[src/rtl/renkon_ctrl_chain_pkg.sv]
// Shared types and defaults for the renkon begin/valid/end control chain.
package renkon_ctrl_chain_pkg;

   localparam int unsigned RENKON_NSTAGE = 4;
   localparam int unsigned RENKON_LATW   = 3;
   localparam int unsigned RENKON_CNTW   = 16;

   typedef enum logic [1:0] {
      S_CHAIN_IDLE  = 2'd0,
      S_CHAIN_RUN   = 2'd1,
      S_CHAIN_DRAIN = 2'd2
   } chain_state_t;

   // One cycle of control tokens travelling down the chain.
   typedef struct packed {
      logic bgn;
      logic vld;
      logic fin;
   } token_t;

endpackage

[src/rtl/renkon_ctrl_chain_if.sv]
// Token, config and status bundle between the core sequencer and the control chain.
interface renkon_ctrl_chain_if
   import renkon_ctrl_chain_pkg::*;
#(
   parameter int unsigned NSTAGE = RENKON_NSTAGE,
   parameter int unsigned LATW   = RENKON_LATW,
   parameter int unsigned CNTW   = RENKON_CNTW
);
   logic                     in_begin;
   logic                     in_valid;
   logic                     in_end;
   logic [NSTAGE*LATW-1:0]   cfg_lat;
   logic [NSTAGE-1:0]        cfg_bypass;
   logic                     out_begin;
   logic                     out_valid;
   logic                     out_end;
   logic [NSTAGE-1:0]        stage_oe;
   logic                     busy;
   logic                     done;
   logic                     err;
   logic [CNTW-1:0]          beat_count;

   modport master (
      output in_begin, in_valid, in_end, cfg_lat, cfg_bypass,
      input  out_begin, out_valid, out_end, stage_oe, busy, done, err, beat_count
   );

   modport slave (
      input  in_begin, in_valid, in_end, cfg_lat, cfg_bypass,
      output out_begin, out_valid, out_end, stage_oe, busy, done, err, beat_count
   );
endinterface

[src/rtl/renkon_ctrl_delay.sv]
// One post-stage: token shift register with a run-time tap and a transparent bypass.
module renkon_ctrl_delay
   import renkon_ctrl_chain_pkg::*;
#(
   parameter int unsigned LATW   = RENKON_LATW,
   parameter int unsigned MAXLAT = (2**LATW) - 1
) (
   input  logic            clk,
   input  logic            xrst,
   input  logic [LATW-1:0] lat,
   input  logic            bypass,
   input  token_t          d,
   output token_t          q
);

   logic [LATW-1:0] lat_sel;
   logic [LATW-1:0] depth;
   token_t          sr [MAXLAT];

   assign lat_sel = (lat == '0) ? LATW'(1) : lat;
   assign depth   = bypass ? '0 : lat_sel;

   // Slots at or beyond the tap have already been emitted, so they are zeroed to
   // keep a later, longer latency from replaying old tokens.
   always_ff @(posedge clk or negedge xrst) begin
      if (!xrst) begin
         for (int k = 0; k < int'(MAXLAT); k++) sr[k] <= '0;
      end else begin
         sr[0] <= (depth != '0) ? d : '0;
         for (int k = 1; k < int'(MAXLAT); k++)
            sr[k] <= (LATW'(k) < depth) ? sr[k-1] : '0;
      end
   end

   assign q = bypass ? d : sr[lat_sel - LATW'(1)];

endmodule

[src/rtl/renkon_ctrl_chain.sv]
// Chained post-stage token pipeline with run FSM, config latch, beat counter and sticky error.
module renkon_ctrl_chain
   import renkon_ctrl_chain_pkg::*;
#(
   parameter int unsigned NSTAGE = RENKON_NSTAGE,
   parameter int unsigned LATW   = RENKON_LATW,
   parameter int unsigned CNTW   = RENKON_CNTW
) (
   input  logic                clk,
   input  logic                xrst,
   renkon_ctrl_chain_if.slave  bus
);

   localparam int unsigned MAXLAT = (2**LATW) - 1;

   chain_state_t            state;
   chain_state_t            state_nxt;
   logic [NSTAGE*LATW-1:0]  lat_q;
   logic [NSTAGE*LATW-1:0]  lat_eff;
   logic [NSTAGE-1:0]       byp_q;
   logic [NSTAGE-1:0]       byp_eff;
   logic                    accept;
   logic                    complete;
   logic [CNTW-1:0]         cnt_q;
   logic [CNTW-1:0]         cnt_d;
   logic [CNTW-1:0]         beat_q;
   logic [CNTW-1:0]         beat_d;
   logic                    err_q;
   logic                    err_d;
   logic                    done_q;
   logic [NSTAGE-1:0]       oe;
   token_t                  tok [NSTAGE+1];

   assign accept = (state == S_CHAIN_IDLE) && bus.in_begin;

   // The accepting cycle already runs on the new config so the begin token sees it.
   assign lat_eff = accept ? bus.cfg_lat    : lat_q;
   assign byp_eff = accept ? bus.cfg_bypass : byp_q;

   assign tok[0] = {bus.in_begin && (state == S_CHAIN_IDLE), bus.in_valid, bus.in_end};

   for (genvar g = 0; g < int'(NSTAGE); g++) begin : g_stage
      renkon_ctrl_delay #(
         .LATW   (LATW),
         .MAXLAT (MAXLAT)
      ) u_delay (
         .clk    (clk),
         .xrst   (xrst),
         .lat    (lat_eff[g*LATW +: LATW]),
         .bypass (byp_eff[g]),
         .d      (tok[g]),
         .q      (tok[g+1])
      );
      assign oe[g] = tok[g+1].vld & ~byp_eff[g];
   end

   assign bus.out_begin  = tok[NSTAGE].bgn;
   assign bus.out_valid  = tok[NSTAGE].vld;
   assign bus.out_end    = tok[NSTAGE].fin;
   assign bus.stage_oe   = oe;
   assign bus.busy       = (state != S_CHAIN_IDLE);
   assign bus.done       = done_q;
   assign bus.err        = err_q;
   assign bus.beat_count = beat_q;

   // State and status registers.
   always_ff @(posedge clk or negedge xrst) begin
      if (!xrst) begin
         state  <= S_CHAIN_IDLE;
         lat_q  <= '0;
         byp_q  <= '1;
         cnt_q  <= '0;
         beat_q <= '0;
         err_q  <= 1'b0;
         done_q <= 1'b0;
      end else begin
         state  <= state_nxt;
         cnt_q  <= cnt_d;
         beat_q <= beat_d;
         err_q  <= err_d;
         done_q <= complete;
         if (accept) begin
            lat_q <= bus.cfg_lat;
            byp_q <= bus.cfg_bypass;
         end
      end
   end

   // Next-state logic; DRAIN also exits on done_q for a run that finished in its accept cycle.
   always_comb begin
      state_nxt = state;
      case (state)
         S_CHAIN_IDLE: begin
            if (bus.in_begin) state_nxt = bus.in_end ? S_CHAIN_DRAIN : S_CHAIN_RUN;
         end
         S_CHAIN_RUN: begin
            if (bus.in_end) state_nxt = bus.out_end ? S_CHAIN_IDLE : S_CHAIN_DRAIN;
         end
         S_CHAIN_DRAIN: begin
            if (bus.out_end || done_q) state_nxt = S_CHAIN_IDLE;
         end
         default: state_nxt = S_CHAIN_IDLE;
      endcase
   end

   // Counter, completion and error updates.
   always_comb begin
      complete = 1'b0;
      cnt_d    = cnt_q;
      beat_d   = beat_q;
      err_d    = err_q;
      if ((state == S_CHAIN_DRAIN) && bus.out_end)
         complete = 1'b1;
      if (((state == S_CHAIN_RUN) || accept) && bus.in_end && bus.out_end)
         complete = 1'b1;
      if (accept)
         cnt_d = CNTW'(bus.out_valid);
      else if ((state != S_CHAIN_IDLE) && bus.out_valid && (cnt_q != '1))
         cnt_d = cnt_q + CNTW'(1);
      if (complete)
         beat_d = cnt_d;
      if (bus.in_begin && (state != S_CHAIN_IDLE))
         err_d = 1'b1;
   end

endmodule

[src/flat_wrapper.sv]
// flat-port wrapper written by rule: the top's interface ports become plain ports
module renkon_ctrl_chain_flat import renkon_ctrl_chain_pkg::*;
#(
   parameter int unsigned NSTAGE = RENKON_NSTAGE,
   parameter int unsigned LATW   = RENKON_LATW,
   parameter int unsigned CNTW   = RENKON_CNTW
)
  (clk, xrst, bus_in_begin, bus_in_valid, bus_in_end, bus_cfg_lat, bus_cfg_bypass, bus_out_begin, bus_out_valid, bus_out_end, bus_stage_oe, bus_busy, bus_done, bus_err, bus_beat_count);
  renkon_ctrl_chain_if #(.NSTAGE(NSTAGE), .LATW(LATW), .CNTW(CNTW)) bus_i ();
  input  logic clk;
  input  logic xrst;
  input wire logic [$bits(bus_i.in_begin)-1:0] bus_in_begin;
  input wire logic [$bits(bus_i.in_valid)-1:0] bus_in_valid;
  input wire logic [$bits(bus_i.in_end)-1:0] bus_in_end;
  input wire logic [$bits(bus_i.cfg_lat)-1:0] bus_cfg_lat;
  input wire logic [$bits(bus_i.cfg_bypass)-1:0] bus_cfg_bypass;
  output wire logic [$bits(bus_i.out_begin)-1:0] bus_out_begin;
  output wire logic [$bits(bus_i.out_valid)-1:0] bus_out_valid;
  output wire logic [$bits(bus_i.out_end)-1:0] bus_out_end;
  output wire logic [$bits(bus_i.stage_oe)-1:0] bus_stage_oe;
  output wire logic [$bits(bus_i.busy)-1:0] bus_busy;
  output wire logic [$bits(bus_i.done)-1:0] bus_done;
  output wire logic [$bits(bus_i.err)-1:0] bus_err;
  output wire logic [$bits(bus_i.beat_count)-1:0] bus_beat_count;
  assign bus_i.in_begin = bus_in_begin;
  assign bus_i.in_valid = bus_in_valid;
  assign bus_i.in_end = bus_in_end;
  assign bus_i.cfg_lat = bus_cfg_lat;
  assign bus_i.cfg_bypass = bus_cfg_bypass;
  assign bus_out_begin = bus_i.out_begin;
  assign bus_out_valid = bus_i.out_valid;
  assign bus_out_end = bus_i.out_end;
  assign bus_stage_oe = bus_i.stage_oe;
  assign bus_busy = bus_i.busy;
  assign bus_done = bus_i.done;
  assign bus_err = bus_i.err;
  assign bus_beat_count = bus_i.beat_count;
  renkon_ctrl_chain #(.NSTAGE(NSTAGE), .LATW(LATW), .CNTW(CNTW)) u_core (.clk(clk), .xrst(xrst), .bus(bus_i));
endmodule
[config.mk]
export PLATFORM = sky130hd
export DESIGN_NAME = renkon_ctrl_chain_flat
export DESIGN_NICKNAME = d
export VERILOG_FILES = /design/src/rtl/renkon_ctrl_chain_pkg.sv /design/src/rtl/renkon_ctrl_chain_if.sv /design/src/rtl/renkon_ctrl_delay.sv /design/src/rtl/renkon_ctrl_chain.sv /design/src/flat_wrapper.sv
export SDC_FILE = /design/constraint.sdc
export NUM_CORES = 1
export LEC_CHECK = 0
export ABC_CLOCK_PERIOD_IN_PS = 12500
export CORE_MARGIN = 10
export CORE_UTILIZATION = 30
export DETAILED_ROUTE_END_ITERATION = 10
export SYNTH_ARGS = -nofsm -noshare
export SYNTH_HDL_FRONTEND = slang
export SYNTH_SLANG_ARGS = --single-unit
[constraint.sdc]
create_clock -name clk -period 12.5 [get_ports clk]
set_clock_uncertainty 0.15 [all_clocks]
set_input_delay 1.25 -clock clk [delete_from_list [all_inputs] [get_ports clk]]
set_output_delay 1.25 -clock clk [all_outputs]
set_load 0.01 [all_outputs]
**After elaboration in Yosys (flattened, before gate mapping)**

Cells that the tools add are included.

- Flip-flop bits (word level): 136
- Input bits: 21
- Output and inout port bits: 26
- Logic and storage cells: 226

- Add/subtract/negate cells: 5
- Magnitude comparators: 28
- Equality and inequality tests: 6
- Muxes and demuxes: 64
- Bitwise operators: 12
- Reduce and logical (&&, ||, !) cells: 20

Operators with widths:

| kind | count |
|---|---|
| $mux 3 | 48 |
| $bmux 3 s3 | 4 |
| $lt 3x3->1 const A | 12 |
| $mux 16 | 2 |
| $lt 2x3->1 const A | 8 |
| $add 16x1->16 const B | 1 |
| $ge 4x4->1 const B | 4 |
| $ne 16x16->1 const B | 1 |
| $not 3->4 | 4 |
| $logic_not 3->1 | 4 |
| $lt 1x3->1 const A | 4 |
| $mux 12 | 1 |
| $reduce_bool 3->1 | 4 |
| $sub 3x1->3 const B | 4 |
| $mux 2 | 5 |
| $logic_and 1x1->1 | 7 |
| $pmux 2 s3 | 1 |
| $and 1x1->1 | 4 |
| $mux 4 | 1 |
| $ne 2x2->1 const B | 2 |
| $not 1->1 | 4 |
| $reduce_and 3->1 | 1 |
| $eq 2x1->1 const B | 1 |
| $eq 2x2->1 const B | 1 |
| 5 further kinds | 7 |

**Logic depth before layout (Yosys ltp)**

Gate-level depths: netlist of run 1.

- Depth in word-level cells: 18
- Gate-level depth with buffers: 24
- Gate-level depth less buffers: 15

**Cells and area by module**

A second synthesis of run 1 with hierarchy kept.

- Cells, all modules: 565
- Area total of the unflattened synthesis: 6,187.2 um^2

By module, submodules not included:

| module | times used | cells each | area an instance (um^2) | seq. area each (um^2) |
|---|---|---|---|---|
| renkon_ctrl_delay | 4 | 84 | 979.7 | 525.5 |
| renkon_ctrl_chain | 1 | 229 | 2,268.4 | 1,306.3 |

**Worst setup path before layout of run 1**

Ideal clock, no wire load.

- Path type: input port to output port
- Start point: input bus_in_begin
- End point: output bus_out_valid
- Data arrival time: 4,964 ps
- Data required time: 11,100 ps
- Slack: 6,136 ps
- Stages on the path: 19
- Buffers on the path: 8
- Cell sequence: or3b_1 > buf_6 > buf_12 > buf_8 > buf_6 > buf_1 > mux2i_1 > ha_1 > buf_1 > nand2b_1 > a21oi_2 > or2_1 > buf_4 > a221o_1 > o22ai_1 > a21boi_2 > nor3_2 > buf_2 > nor2_1

- Cells in the longest elaborated chain, start to end: 13
- Elaborated cells between the ends (all ways): 35
- Classes of those cells: add/sub (4); mux (22); bitwise (4); reduce/logical (5)

RTL lines:

| what | line | RTL |
|---|---|---|
| from (decl) | flat_wrapper.sv:12 | `input wire logic [$bits(bus_i.in_begin)-1:0] bus_in_begin;` |
| $logic_and 1x1->1 * | renkon_ctrl_chain.sv:34 | `assign accept = (state == S_CHAIN_IDLE) && bus.in_begin;` |
| $mux 12 | -- |  |
| $logic_not 3->1 | renkon_ctrl_delay.sv:20 | `assign lat_sel = (lat == '0) ? LATW'(1) : lat;` |
| $mux 3 | renkon_ctrl_delay.sv:20 |  |
| $sub 3x1->3 | renkon_ctrl_delay.sv:35 | `assign q = bypass ? d : sr[lat_sel - LATW'(1)];` |
| $not 3->4 (not written as such) | renkon_ctrl_delay.sv:35 |  |
| $bmux 3 s3 | renkon_ctrl_delay.sv:35 |  |
| $mux 3 (not written as such) (2 in series) | renkon_ctrl_delay.sv:35 |  |
| $mux 3 (3 in series) | renkon_ctrl_delay.sv:35 |  |
| $mux 3 * | renkon_ctrl_delay.sv:35 |  |
| to (decl) | flat_wrapper.sv:18 | `output wire logic [$bits(bus_i.out_valid)-1:0] bus_out_valid;` |

Mark *: on every way between the ends. The rest lies on a longest branch, timed or not. The select of a mux whose other input is x is not followed.

**Final worst setup path of run 1**

- Start point: input bus_in_begin
- End point: output bus_out_end

- Cells in the longest elaborated chain, start to end: 13
- Elaborated cells between the ends (all ways): 35
- Classes of those cells: add/sub (4); mux (22); bitwise (4); reduce/logical (5)

RTL lines:

| what | line | RTL |
|---|---|---|
| $logic_and 1x1->1 * | renkon_ctrl_chain.sv:34 |  |
| $mux 12 | -- |  |
| $logic_not 3->1 | renkon_ctrl_delay.sv:20 |  |
| $mux 3 | renkon_ctrl_delay.sv:20 |  |
| $sub 3x1->3 | renkon_ctrl_delay.sv:35 |  |
| $not 3->4 (not written as such) | renkon_ctrl_delay.sv:35 |  |
| $bmux 3 s3 | renkon_ctrl_delay.sv:35 |  |
| $mux 3 (not written as such) (2 in series) | renkon_ctrl_delay.sv:35 |  |
| $mux 3 (3 in series) | renkon_ctrl_delay.sv:35 |  |
| $mux 3 * | renkon_ctrl_delay.sv:35 |  |
| to (decl) | flat_wrapper.sv:19 | `output wire logic [$bits(bus_i.out_end)-1:0] bus_out_end;` |

Marked as above.

==> results of run 1 <==
-- stage by stage --
step	hold slack [ns]	total power, mW	utilization, %	area (um^2)	setup WS, ns
6_report	0.329	2.08	35.7	8930	5.00
5_1_grt	0.347	2.22	35.7	8930	4.68
4_1_cts	0.331	2.10	35.7	8930	4.96
3_5_place_dp	0.315	1.53	33.1	8280	4.95
3_3_place_gp	0.310	1.53	33.1	8280	5.04
2_1_floorplan	0.294	1.29	-	7600	6.14
-- final timing paths --
path                                              endpoint                             start  depth (start not counted)
setup reg to reg                  u_core.bus.beat_count[2]                   u_core.state[0]                         14
max in group asynchronous                  u_core.lat_q[6]                              xrst                          2
setup / recovery                               bus_out_end                      bus_in_begin                         13
hold / removal             u_core.g_stage[0].u_delay.sr[7]  u_core.g_stage[0].u_delay.sr[10]                          1
hold reg to reg            u_core.g_stage[0].u_delay.sr[7]  u_core.g_stage[0].u_delay.sr[10]                          1
min in group asynchronous         u_core.bus.beat_count[6]                              xrst                          1
-- power by group --
part | switching [mW] | internal [mW]
clock | 0.199 | 0.357
sequential | 0.0579 | 0.509
combinational | 0.584 | 0.374
total | 0.841 | 1.24
-- cell usage in the layout (no fill, tap or decap), types with 6 or more instances in the layout --
cell type	instances
dfrtp_1	132
mux2i_1	42
o211ai_1	8
o21ai_0	15
a211oi_1	11
o2111ai_1	6
nor2b_1	6
nand2_1	50
a21oi_1	18
mux4_2	6
nor3_1	17
mux2i_4	6
nor2_1	47
clkdlybuf4s50_1	45
nand2b_1	18
and3_1	33
or3_1	6
inv_1	25
clkbuf_16	17
nand3_1	19
and2_1	62
mux2_2	9
nand4_1	11
nor3b_1	10
a31oi_1	6
-- layer usage --
layer  GRT usage [%]  vias to the layer above
met5               0                        -
met4            4.30                        2
met3            2.63                       22
met2            18.6                      128
met1            16.5                     2730
li1                -                     2689
-- registers in the layout, summed over array words and instances, names as in the netlist --
signal and flops:
u_core.bus.err 1, u_core.bus.beat_count 16, u_core.lat_q 12, u_core.bus.done 1, u_core.cnt_q 16, u_core.byp_q 4
u_core.g_stage.u_delay.sr 84, u_core.state 2
-- worst max-delay path: stages --
cell	delay (ns)
clkdlybuf4s50_1	0.49
or3b_4	0.49
buf_4	0.61
mux2i_1	0.41
ha_1	0.48
nand2b_1	0.18
a21oi_1	0.09
or2_1	0.32
mux2i_1	0.14
a311o_1	0.39
a32o_1	0.29
nor3_4	0.31
clkdlybuf4s50_1	0.60
-- cell type report --
cell class | instances | share of cell area [%]
clock buffer | 19 | 4.85
timing repair buffer | 51 | 5.59
sequential | 136 | 38.2
tap | 330 | 4.62
clock inverter | 13 | 2.45
inverter | 33 | 1.41
multi-input combinational | 518 | 42.9
-- cell families after synthesis --
group	after synthesis	synth area share, %
compound gates	125	13.1
mux	72	12.0
xor+xnor	5	0.872
fa+ha+maj	5	0.823
buf+inv	69	4.84
flops	136	44.8
simple gates	311	23.5
==> key figures, run 1 <==
Outcome
  • Status: complete, no violations

Detailed routing
  • DRC viols: 0
  • Vias after detailed routing: 5,571
  • Met3 WL: between 700 and 800 um
  • Met1 WL: 8.98 mm
  • 1st-iter DRT viols: between 300 and 400
  • Vias per cell: a little over 5
  • Wirelength per Cell: 17.0 um
  • DR WL met2: around 8.6 mm
  • Highest routed layer: met5
  • TritonRoute pass-1 iters: 4
  • Post-Route WL: between 15 and 20 mm
  • Remaining antenna violation count: 0

Logic synthesis
  • Area share of the largest cell type after synthesis: a little over two fifths
  • Post-synth EDFFs: 0
  • Mapped Area: 7600 um^2
  • Yosys warnings: 0
  • Area contributors post-synth: dfrtp_1, mux2i_1, and2_1, and3_1, nand2_1
  • Synth Net Count: approximately 750
  • Yosys top cell by area: dfrtp_1
  • Distinct cells, synth: 90
  • Synth top cells by count: dfrtp_1, and2_1, nand2_1, nor2_1, mux2i_1
  • Register area share after synthesis: around 45%
  • Async SR Flop Fraction: between 90% and 100%
  • Cells after Synth: around 720
  • Top-count cell post-synth: dfrtp_1
  • Syn_area_per_cell: approximately 11 um^2
  • Main synth FF type: dfrtp_1
  • #FFs+latches synth: around 140

Worst setup path
  • WP data required: roughly 11 ns
  • Crit path capture type: output pin
  • Crit start category: input port
  • Critical path class: input port to output pin
  • Arrival time worst endpoint: 6.10 ns
  • Crit-path max FO: 38
  • Reg2Reg Setup Slack: approximately 7 ns

Placed design
  • Port-buffer cells: 46
  • DP HPWL: 13.5 mm
  • RD Place Congestion: roughly 0.9
  • Post-placement cell count: ~1,100

Cells and area
  • Area of the multi-input gates: around 3800 um^2
  • Non-Filler Instances: roughly 1,100
  • Layout fillers: 2,458
  • Share of post-route cells with drive strength above 1: approximately 14%
  • Fin nets: slightly below 800
  • FF/Latch Area: about 3400 um^2
  • Synthesis-to-layout area growth: 17.5%
  • Ant. Diodes: 0

CTS
  • Post-cts sizing count: 0
  • H-tree levels: 4
  • Setup bufs post-CTS: 0
  • # clock sinks: around 140
  • CTS Buf Count: 17
  • CTS tree: yes
  • Clk_lat worst skew: ~0.43 ns
  • Clk root buf: clkbuf_16
  • Bufs on Longest Clock Path: 2
  • CTS clk-pin slew, worst paths: about 0.07 ns
  • Hold buffers post-CTS: 0

STA
  • Highest Clock Rate: ~130 MHz
  • Max-Slew Margin vs Limit: between 40% and 50%
  • Setup_tns: 0 ns
  • Worst slew pin tran: a little under 0.9 ns
  • Slew Viols, Final: 0
  • Final cycle utilization of the critical path: 60.0%
  • RSZ-0062 raised after global routing: no
  • # setup viols final: 0
  • Tmin final: 7.50 ns
  • Final Hold Fails: 0

Global route
  • Vias in the first global route: roughly 5,600
  • Grt ovf: 0
  • GR Util All Layers: between 10% and 20%
  • Largest net degree at the start of global routing: 79
  • Initial antenna violation count: 1
  • First-pass GRT wire length: roughly 31 mm

Floorplanning
  • Chip Width: about 180 um
  • Rows: 58
  • Core footprint: between 20,000 and 30,000 um^2
  • DIE AREA: 32,100 um^2
  • Die height: between 150 and 200 um
  • Ports: 47
  • Initial core utilization: 30.4%

Power and ir drop
  • VDD IR-drop max: 0.0911 mV
  • Cell Pwr Density: roughly 230 nW/um^2
  • P_leak: ~4.0 nW

Hold path
  • Hold crit path type: flop to flop

Flow run
  • Max-Cap Viols: 0
Note: power is estimated with default switching activity, not from simulation.
==> run 2: changes to the inputs <==
--- a/config.mk
+++ b/config.mk
@@ -5,7 +5,7 @@
 export SDC_FILE = /design/constraint.sdc
 export NUM_CORES = 1
 export LEC_CHECK = 0
-export ABC_CLOCK_PERIOD_IN_PS = 12500
+export ABC_CLOCK_PERIOD_IN_PS = 6000
 export CORE_MARGIN = 10
 export CORE_UTILIZATION = 30
 export DETAILED_ROUTE_END_ITERATION = 10
==> constraint.sdc (replaced) <==
create_clock -name clk -period 6 [get_ports clk]
set_clock_uncertainty 0.15 [all_clocks]
set_input_delay 0.6 -clock clk [delete_from_list [all_inputs] [get_ports clk]]
set_output_delay 0.6 -clock clk [all_outputs]
set_load 0.01 [all_outputs]
==> run 2 against run 1 <==
Against the previous run: sequential power grew 110%; via count increased by 3.4%; combinational power up 120%; design area fell by 0.17%; sequential share of layout area up 0.064 points; count of clock-buffer cells in the layout rose by 2; total power increased by 110%; final cell count up 0.36%; critical path depth increased by 1; clock power rose by 96%; first-iteration DRC count rose by 20%; critical path type unchanged.
==> key figures, run 2 (synthesized netlist as in run 1, its figures left out) <==
Floorplanning
  • Die height: 179 um (unchanged)
  • Chip Width: 179 um (unchanged)
  • Core footprint: 25,000 um^2 (unchanged)
  • DIE AREA: 32,100 um^2 (unchanged)
  • Rows: 58 (unchanged)
  • Ports: 47 (unchanged)
  • Initial core utilization: 30.4% (unchanged)

CTS
  • Clk_lat worst skew: 0.42 ns (was 0.43 ns)
  • H-tree levels: 4 (unchanged)
  • Post-cts sizing count: 0 (unchanged)
  • Clk root buf: clkbuf_16 (unchanged)
  • Bufs on Longest Clock Path: 2 (unchanged)
  • Hold buffers post-CTS: 0 (unchanged)
  • CTS Buf Count: 17 (unchanged)
  • Setup bufs post-CTS: 0 (unchanged)
  • CTS tree: yes (unchanged)
  • CTS clk-pin slew, worst paths: 0.06 ns (was 0.07 ns)
  • # clock sinks: 136 (unchanged)

Worst setup path
  • Crit path capture type: output pin (unchanged)
  • Crit-path max FO: 16 (was 38)
  • Critical path class: input port to output pin (unchanged)
  • Arrival time worst endpoint: 4.84 ns (was 6.10 ns)
  • Crit start category: input port (unchanged)
  • WP data required: 5.25 ns (was 11.10 ns)

Global route
  • Global Route met3 Usage: 2.84% (was 2.63%)
  • Grt ovf: 0 (unchanged)
  • Global routing's busiest layer: met2 (unchanged)
  • Initial antenna violation count: 1 (unchanged)
  • GR Util All Layers: 12.6% (was 12.1%)
  • Largest net degree at the start of global routing: 82 (was 79)
  • First-pass GRT wire length: 32.0 mm (was 30.8 mm)
  • Met1 GRT Util: 17.0% (was 16.5%)
  • Vias in the first global route: 5,686 (was 5,578)
  • M2 GR Usage: 19.4% (was 18.6%)

Power and ir drop
  • P_leak: 3.94 nW (was 3.95 nW)
  • Cell Pwr Density: 485 nW/um^2 (was 233 nW/um^2)
  • VDD IR-drop max: 0.251 mV (was 0.0911 mV)
  • Design Power: 4.33 mW (was 2.08 mW)

Cells and area
  • Biggest register: u_core.g_stage.u_delay.sr (unchanged)
  • Finished Core Util: 35.6% (was 35.7%)
  • Ant. Diodes: 0 (unchanged)
  • Largest register FFs: 84 (unchanged)
  • Synthesis-to-layout area growth: 17.3% (was 17.5%)
  • Layout fillers: 2,525 (was 2,458)
  • Most common cell after layout, fill and taps aside: dfrtp_1 (unchanged)
  • Share of post-route cells with drive strength above 1: 14.1% (was 13.6%)
  • Most frequent cells in the layout: dfrtp_1, and2_1, nand2_1 (unchanged)
  • Fin nets: 787 (was 783)

Placed design
  • Dpl ws: 0.403 ns (was 4.95 ns)
  • RD Place Congestion: 0.905 (was 0.897)
  • Port-buffer cells: 46 (unchanged)
  • DP HPWL: 14.1 mm (was 13.5 mm)

STA
  • # setup viols final: 0 (unchanged)
  • RSZ-0062 raised after global routing: no (unchanged)
  • Tmin final: 5.59 ns
  • Setup_tns: 0 ns (unchanged)
  • Max-Slew Margin vs Limit: 49.9% (was 40.5%)
  • Highest Clock Rate: around 180 MHz
  • Final Hold Fails: 0 (unchanged)
  • Hold WS: 0.0454 ns (was 0.329 ns)
  • Slew Viols, Final: 0 (unchanged)
  • Final cycle utilization of the critical path: about 93%
  • Final worst slack: 0.411 ns (was 5.00 ns)
  • Worst slew pin tran: 0.751 ns (was 0.867 ns)

Hold path
  • Hold crit path type: input port to async pin (was flop to flop)

Detailed routing
  • Wirelength per Cell: 17.8 um (was 17.0 um)
  • TritonRoute pass-1 iters: 5 (was 4)
  • Vias after detailed routing: 5,761 (was 5,571)
  • DRC viols: 0 (unchanged)
  • Remaining antenna violation count: 0 (unchanged)
  • Post-Route WL: 19.7 mm (was 18.7 mm)
  • 1st-iter DRT viols: 447 (was 372)
  • Vias per cell: 5.22 (was 5.06)

Outcome
  • Status: complete, no violations (unchanged)

Flow run
  • Max-Cap Viols: 0 (unchanged)
## run 2: cell types whose count changed in the layout (fill, tap and decap cells not counted)
cell        previous run  this run
inv_6                  2         1
clkinv_2               0         2
clkinvlp_4             1         5
clkinv_4               5         0
clkbuf_8               0         2
buf_4                  5         9
bufinv_16              5         3
## run 2: layer usage
layer  routed length [um]  up-vias
li1                     -     2697
met1                 9370     2907
met2                 9150      133
met3                  820       22
met4                  306        2
met5                   13        -
## run 2: area by class of cell
type                            count  area, um^2  area share [%]
Inverter                           33         126            1.42
Sequential cell                   136        3410            38.2
Tap cell                          330         413            4.63
Multi-Input combinational cell    518        3830            43.0
Clock inverter                     11         146            1.64
Clock buffer                       21         460            5.16
Timing Repair Buffer               55         529            5.93
## run 2: path summary, 6_finish.rpt
| kind | slack [ns] | depth (start not counted) | start | to |
|---|---|---|---|---|
| min reg2reg | 0.32 | 1 | u_core.g_stage[1].u_delay.sr[17] | u_core.g_stage[1].u_delay.sr[14] |
| min | 0.05 | 1 | xrst | u_core.g_stage[3].u_delay.sr[9] |
| max in group asynchronous | 4.43 | 2 | xrst | u_core.g_stage[0].u_delay.sr[0] |
| min in group clk | 0.32 | 1 | u_core.g_stage[1].u_delay.sr[17] | u_core.g_stage[1].u_delay.sr[14] |
| max | 0.41 | 14 | bus_in_begin | bus_out_begin |
| max reg2reg | 1.15 | 14 | u_core.state[0] | u_core.bus.beat_count[2] |
## run 2: per-stage QoR
step	area (um^2)	instances
after detailed placement	8310	1072
after CTS	8920	1104
after global routing	8920	1104
after global placement	8310	1072
after floorplan	7600	723
final	8920	1104
## run 2: where the power goes
group          internal [mW]  leakage, nW  switching (mW)
registers               1.06         1.83           0.121
clock network          0.675        0.282           0.410
logic                  0.790         1.82            1.27
total                   2.53         3.94            1.80
## run 2: critical path: stages
cell,delay [ns]
clkdlybuf4s50_1,0.57
or3b_4,0.58
mux2_4,0.29
clkinv_1,0.12
ha_1,0.43
inv_1,0.16
mux4_2,0.51
nor2_1,0.13
a21oi_1,0.05
o22ai_1,0.21
o21ai_0,0.13
a21oi_1,0.36
o21ai_0,0.16
clkdlybuf4s50_1,0.52
